==> config.mk <==
export PLATFORM = sky130hd
export DESIGN_NAME = gpio_interval_meter
export DESIGN_NICKNAME = d
export VERILOG_FILES = /design/src/rtl/gpio_interval_meter.sv
export SDC_FILE = /design/constraint.sdc
export NUM_CORES = 1
export LEC_CHECK = 0
export BUFFER_PORTS_ARGS = -buffer_cell sky130_fd_sc_hd__clkbuf_2
export CAP_MARGIN = 0
export CORE_MARGIN = 5
export CORE_UTILIZATION = 25
export CTS_CLUSTER_SIZE = 10
export DETAILED_ROUTE_END_ITERATION = 12
export GPL_ROUTABILITY_DRIVEN = 0
export PLACE_DENSITY = 0.46
export SLEW_MARGIN = 25
export SYNTH_ARGS = -nofsm -noshare
export SYNTH_HDL_FRONTEND = slang
export SYNTH_SLANG_ARGS = --single-unit
==> constraint.sdc <==
create_clock -name inclk -period 4.5 [get_ports inclk]
set_input_delay 0.45 -clock inclk [delete_from_list [all_inputs] [get_ports inclk]]
set_output_delay 0.45 -clock inclk [all_outputs]
set_load 0.01 [all_outputs]
==> src/rtl/gpio_interval_meter.sv <==
`default_nettype none
// ============================================================================
// Module      : gpio_interval_meter
// Description : Measures the interval, in inclk cycles, between successive
//               rising edges of an asynchronous GPIO toggle. A divided clock
//               (slowclk) is edge-detected in the inclk domain and used only
//               as a coarse timeout timebase. Results leave on a one-deep
//               valid/ready output register.
// Revision    : 1.0 - initial release
// ----------------------------------------------------------------------------
// Ports
//   inclk       in   1      system clock, all logic on posedge
//   reset       in   1      synchronous, active-high
//   gpio_in     in   1      asynchronous GPIO input
//   slowclk     in   1      divided clock level, edge-detected internally
//   m_valid     out  1      result register holds an unread result
//   m_ready     in   1      consumer accepts when m_valid & m_ready
//   m_count     out  CNT_W  measured interval in inclk cycles
//   m_overflow  out  1      counter saturated during this interval
//   m_timeout   out  1      result produced by timeout, not a gpio edge
//   drop_cnt    out  8      results lost to a full output register (sat.)
//   busy        out  1      high while measuring
// ============================================================================
module gpio_interval_meter #(
  parameter int CNT_W         = 32,
  parameter int SYNC_STAGES   = 2,
  parameter int TIMEOUT_TICKS = 4
) (
  input  logic             inclk,
  input  logic             reset,
  input  logic             gpio_in,
  input  logic             slowclk,
  output logic             m_valid,
  input  logic             m_ready,
  output logic [CNT_W-1:0] m_count,
  output logic             m_overflow,
  output logic             m_timeout,
  output logic [7:0]       drop_cnt,
  output logic             busy
);

  localparam int                TICK_W      = $clog2(TIMEOUT_TICKS + 1);
  localparam logic [CNT_W-1:0]  C_CNT_MAX   = '1;
  localparam logic [TICK_W-1:0] C_TICK_LAST = TICK_W'(TIMEOUT_TICKS - 1);
  localparam logic [7:0]        C_DROP_MAX  = 8'hFF;

  typedef enum logic [0:0] {
    S_IDLE    = 1'b0,
    S_MEASURE = 1'b1
  } state_t;

  // Synchronisers and edge-detect history
  logic [SYNC_STAGES-1:0] r_gpio_sync;
  logic [SYNC_STAGES-1:0] r_slow_sync;
  logic                   r_gpio_prev;
  logic                   r_slow_prev;
  logic                   w_gpio_rise;
  logic                   w_slow_rise;

  // Measurement state
  state_t                 r_state;
  state_t                 w_state_next;
  logic [CNT_W-1:0]       r_cnt;
  logic [CNT_W-1:0]       w_cnt_next;
  logic                   r_ovf;
  logic                   w_ovf_next;
  logic [TICK_W-1:0]      r_tick;
  logic [TICK_W-1:0]      w_tick_next;
  logic                   w_cnt_max;

  // Result event produced by the FSM this cycle
  logic                   w_res_valid;
  logic [CNT_W-1:0]       w_res_count;
  logic                   w_res_ovf;
  logic                   w_res_timeout;

  // Output register
  logic                   r_m_valid;
  logic [CNT_W-1:0]       r_m_count;
  logic                   r_m_overflow;
  logic                   r_m_timeout;
  logic [7:0]             r_drop_cnt;
  logic                   r_busy;
  logic                   w_load;
  logic                   w_drop;

  // --------------------------------------------------------------------------
  // Synchronisers: the last stage feeds a one-cycle-delayed copy so that a
  // rising edge shows up as a single-cycle pulse in the inclk domain.
  // --------------------------------------------------------------------------
  always_ff @(posedge inclk) begin
    if (reset) begin
      r_gpio_sync <= '0;
      r_slow_sync <= '0;
      r_gpio_prev <= 1'b0;
      r_slow_prev <= 1'b0;
    end else begin
      r_gpio_sync <= {r_gpio_sync[SYNC_STAGES-2:0], gpio_in};
      r_slow_sync <= {r_slow_sync[SYNC_STAGES-2:0], slowclk};
      r_gpio_prev <= r_gpio_sync[SYNC_STAGES-1];
      r_slow_prev <= r_slow_sync[SYNC_STAGES-1];
    end
  end

  assign w_gpio_rise = r_gpio_sync[SYNC_STAGES-1] & ~r_gpio_prev;
  assign w_slow_rise = r_slow_sync[SYNC_STAGES-1] & ~r_slow_prev;
  assign w_cnt_max   = (r_cnt == C_CNT_MAX);

  // --------------------------------------------------------------------------
  // FSM state and measurement registers
  // --------------------------------------------------------------------------
  always_ff @(posedge inclk) begin
    if (reset) begin
      r_state <= S_IDLE;
      r_cnt   <= '0;
      r_ovf   <= 1'b0;
      r_tick  <= '0;
      r_busy  <= 1'b0;
    end else begin
      r_state <= w_state_next;
      r_cnt   <= w_cnt_next;
      r_ovf   <= w_ovf_next;
      r_tick  <= w_tick_next;
      r_busy  <= (w_state_next == S_MEASURE);
    end
  end

  // --------------------------------------------------------------------------
  // FSM next state and result generation
  // --------------------------------------------------------------------------
  always_comb begin
    w_state_next  = r_state;
    w_cnt_next    = r_cnt;
    w_ovf_next    = r_ovf;
    w_tick_next   = r_tick;
    w_res_valid   = 1'b0;
    w_res_count   = r_cnt;
    w_res_ovf     = r_ovf;
    w_res_timeout = 1'b0;

    case (r_state)
      S_IDLE: begin
        w_cnt_next  = '0;
        w_ovf_next  = 1'b0;
        w_tick_next = '0;
        if (w_gpio_rise) begin
          w_state_next = S_MEASURE;
        end
      end

      S_MEASURE: begin
        // Saturating count; the flag remembers any attempt past all-ones
        if (w_cnt_max) begin
          w_ovf_next = 1'b1;
        end else begin
          w_cnt_next = r_cnt + 1'b1;
        end

        // A gpio edge takes priority over a coincident timeout
        if (w_gpio_rise) begin
          w_res_valid = 1'b1;
          w_res_count = w_cnt_max ? r_cnt : (r_cnt + 1'b1);
          w_res_ovf   = r_ovf;
          w_cnt_next  = '0;
          w_ovf_next  = 1'b0;
          w_tick_next = '0;
        end else if (w_slow_rise) begin
          if (r_tick == C_TICK_LAST) begin
            w_res_valid   = 1'b1;
            w_res_count   = r_cnt;
            w_res_ovf     = r_ovf;
            w_res_timeout = 1'b1;
            w_state_next  = S_IDLE;
            w_cnt_next    = '0;
            w_ovf_next    = 1'b0;
            w_tick_next   = '0;
          end else begin
            w_tick_next = r_tick + 1'b1;
          end
        end
      end

      default: begin
        w_state_next = S_IDLE;
      end
    endcase
  end

  // --------------------------------------------------------------------------
  // One-deep output register. A handshake in the same cycle frees the slot,
  // so a new result can be loaded without a bubble.
  // --------------------------------------------------------------------------
  assign w_load = w_res_valid & (~r_m_valid | m_ready);
  assign w_drop = w_res_valid & ~w_load;

  always_ff @(posedge inclk) begin
    if (reset) begin
      r_m_valid    <= 1'b0;
      r_m_count    <= '0;
      r_m_overflow <= 1'b0;
      r_m_timeout  <= 1'b0;
      r_drop_cnt   <= '0;
    end else begin
      if (w_load) begin
        r_m_valid    <= 1'b1;
        r_m_count    <= w_res_count;
        r_m_overflow <= w_res_ovf;
        r_m_timeout  <= w_res_timeout;
      end else if (m_ready) begin
        r_m_valid <= 1'b0;
      end

      if (w_drop && (r_drop_cnt != C_DROP_MAX)) begin
        r_drop_cnt <= r_drop_cnt + 1'b1;
      end
    end
  end

  assign m_valid    = r_m_valid;
  assign m_count    = r_m_count;
  assign m_overflow = r_m_overflow;
  assign m_timeout  = r_m_timeout;
  assign drop_cnt   = r_drop_cnt;
  assign busy       = r_busy;

endmodule
`default_nettype wire

==> impl_metrics.ini <==
[outcome]
outcome = completed

[timing]
hold_viol_final = 0
relSlewSlack_pct = 37.92
setup_viol = 0
worstMarginPinSlew_ns = 0.9187
period_minus_slack_ns = 2.839
finalCritPeriodShare_pct = 63.09
max_freq_mhz = 352.2
rsz0062_at_grt = no
setup_tns_ns = 0
finClkSkew_ns = 0.006101
slew_violations = 0
post-route-worst-setup-slack_ns = 1.661

[cells_and_area]
final_cell_mix = 86 x dfxtp_1, 61 x nor2_1, 48 x clkbuf_2, 30 x nand2_1, 30 x a21oi_1
syn2layout_area_growth_pct = 14.82
final_net_count = 553
finalNonFillerCells = 774
antennaDiodeCount = 0
drive_above_1_share_pct = 14.39
layout_commonest_cell = dfxtp_1

[floorplan]
start_util_pct = 25.32
die_h_microns = 142.1
core_area_sq_um = 17240
die_w_microns = 142.1
dieArea_sq_um = 20200
rows = 48
ios = 49

[clock_tree]
insertion_delay_ns = 0.34
cts_setup_buffers = 0
clkSinkCount = 86
cts_tree = done
ctsResizeCount = 0
cts_buffers = 9
clk_path_buf_depth = 2
path_clk_slew_ns = 0.06
cts_hold_buf = 0
htree_levels = 3
cts_root_buffer = clkbuf_16

[placed_design]
dp_hpwl_microns = 8259
placed_cells = 759
place_worst_setup_slack_ns = 1.697
port_buffers = 48

[drt]
drc_errors = 0
first_pass_iters = 4
drt-total-wl_microns = 12020
ant_nets = 0
viasPerCell = 5.180
initialDrtViolationCount = 257
avgRoutedWirePerCell_microns = 15.53
vias = 4009

[global_route]
track_usage_pct = 12.05
grt_max_degree = 54
grt_pass1_vias = 3646
antenna_found_initial = 0
overflow = 0
grt_pass1_wl_microns = 19560

[critical_path]
critPathMaxFanout = 39
crit_slowest_cell = and4_2
worstSetupStartpointType = flop
slowest_delay_ns = 0.71
worstPathRequired_ns = 4.74
crit_type = flop to flop
cp-end-kind = flop
path_cells = ha_1, nand3_1, nor3_2, buf_4, and4_2, buf_4, o31ai_1, a311oi_1
crit_top_cell = buf_4
critPathArrivalTime_ns = 3.08

[power_and_ir_drop]
switching_share_pct = 21.12
peakVddDrop_v = 0.0001683
power.density_nw_per_um2 = 309.2
pwr-share-clk_pct = 47.9
p_comb_share_pct = 2.3
leakage_uw = 0.001505
p_sw_uw = 327.2
power_frac_seq_pct = 49.9
internal-power_uw = 1222

[synthesis]
syn-cell-area_sq_um = 4364
syn_inst = 524
synth_top_cell_by_area = dfxtp_1
synth_area_leaders = dfxtp_1 39%, nor2_1 5.2%, o31ai_1 4.5%
synth.top_cell.area_share_pct = 39.45
seq_area_frac_synth_pct = 39.45
synth_fp_nets = 532
synth-seq-cells = 86
avgSynthCellArea_sq_um = 8.329
ys_types = 50
ys_warn_count = 0

[hold_path]
hold_path_class = input port to flop

[flow_run]
max_cap_viol_count = 0
-- routing by layer --
| metal | share of wire, % | wire length [microns] | track usage [%] |
|---|---|---|---|
| met1 | 50 | 5965 | 16.90 |
| met4 | 1.7 | 203 | 4.596 |
| met2 | 45 | 5383 | 18.61 |
| met3 | 3.9 | 468 | 1.882 |
| met5 | 0 | 0 | 0 |
-- synthesized netlist by cell type (all sizes together) --
master / instances
dfxtp: 86
nor2: 61
a21oi: 30
nand2: 30
or4: 27
nand3: 26
o31ai: 26
buf: 24
nand4: 23
clkbuf: 22
a311oi: 20
o21ai: 19
or3: 18
xor2: 12
nor3: 11
a211oi: 10
and4: 9
nor2b: 9
xnor2: 9
nor4: 8
and3: 7
o211ai: 5
and2: 4
inv: 4
ha: 3
nor4b: 3
o211a: 3
a31oi: 2
o2111ai: 2
a21o: 1
a311o: 1
a41o: 1
mux2i: 1
nand2b: 1
nand3b: 1
nor3b: 1
nor4bb: 1
o22ai: 1
or3b: 1
or4b: 1
-- logic make-up (layout without fill, tap and decap cells) --
logic type	Yosys count	after routing	share of synthesized area, %
buffers and inverters	50	75	5.562
multiplexers	1	1	0.2294
AND/OR/NAND/NOR	242	242	30.59
XOR/XNOR	21	21	4.215
adder cells (fa/ha/maj)	3	3	0.8602
AO/OA/AOI/OAI	121	121	19.09
flip-flops	86	86	39.45
-- worst max-delay path, delay by kind of cell (launching register included) --
family / cells / cell delay (ns)
fa+ha+maj: 1 / 0.23
buf+inv: 2 / 0.63
compound gates: 2 / 0.42
simple gates: 3 / 1.01
flops: 1 / 0.44
-- area by class of cell --
cell class              instances  area (sq um)
repair buffers                 56         300.3
fillers                      1837         12230
well taps                     225         281.5
inverters                       4         15.01
clock inverters                 3         45.04
clock buffers                  12         246.5
flip-flops and latches         86          1722
multi-input cells             388          2401
-- metrics by stage --
stage               utilization, %  hold slack [ns]  instance area [sq um]  power, uW
finish                       29.07           0.3198                   5011       1549
floorplan                        -           0.4138                   4364      812.8
detailed placement           27.38           0.4297                   4720      826.1
global placement             27.38           0.4202                   4720      825.4
CTS                          29.07           0.3028                   5011       1581
global route                 29.07           0.3054                   5011       1620
-- power groups by stage --
stage / logic (uW) / registers (uW) / clock network [uW]
detailed placement: 36.4 / 790 / 0
CTS: 36.5 / 772 / 772
global route: 39.7 / 773 / 808
floorplan: 23.4 / 789 / 0
finish: 35.4 / 773 / 741
global placement: 35.9 / 790 / 0
-- path summary, 6_finish.rpt --
| path | slack [ns] | end | cells after the start | startpoint |
|---|---|---|---|---|
| worst min-delay path | 0.32 | r_slow_sync[0]$_SDFF_PP0_ | 2 | slowclk |
| worst max-delay path | 1.66 | m_count[16]$_SDFFE_PP0P_ | 8 | r_cnt[0]$_SDFF_PP0_ |
| worst max register to register | 1.66 | m_count[16]$_SDFFE_PP0P_ | 8 | r_cnt[0]$_SDFF_PP0_ |
| worst min register to register | 0.44 | r_slow_sync[1]$_SDFF_PP0_ | 1 | r_slow_sync[0]$_SDFF_PP0_ |
-- state kept, by name, indices dropped and copies added (netlist names) --
register     count
busy             1
r_ovf            1
m_valid          1
r_gpio_prev      1
m_timeout        1
drop_cnt         8
r_slow_sync      2
r_cnt           32
r_gpio_sync      2
r_tick           3
m_overflow       1
r_slow_prev      1
m_count         32
No activity file was read; power rests on OpenSTA's default activity.
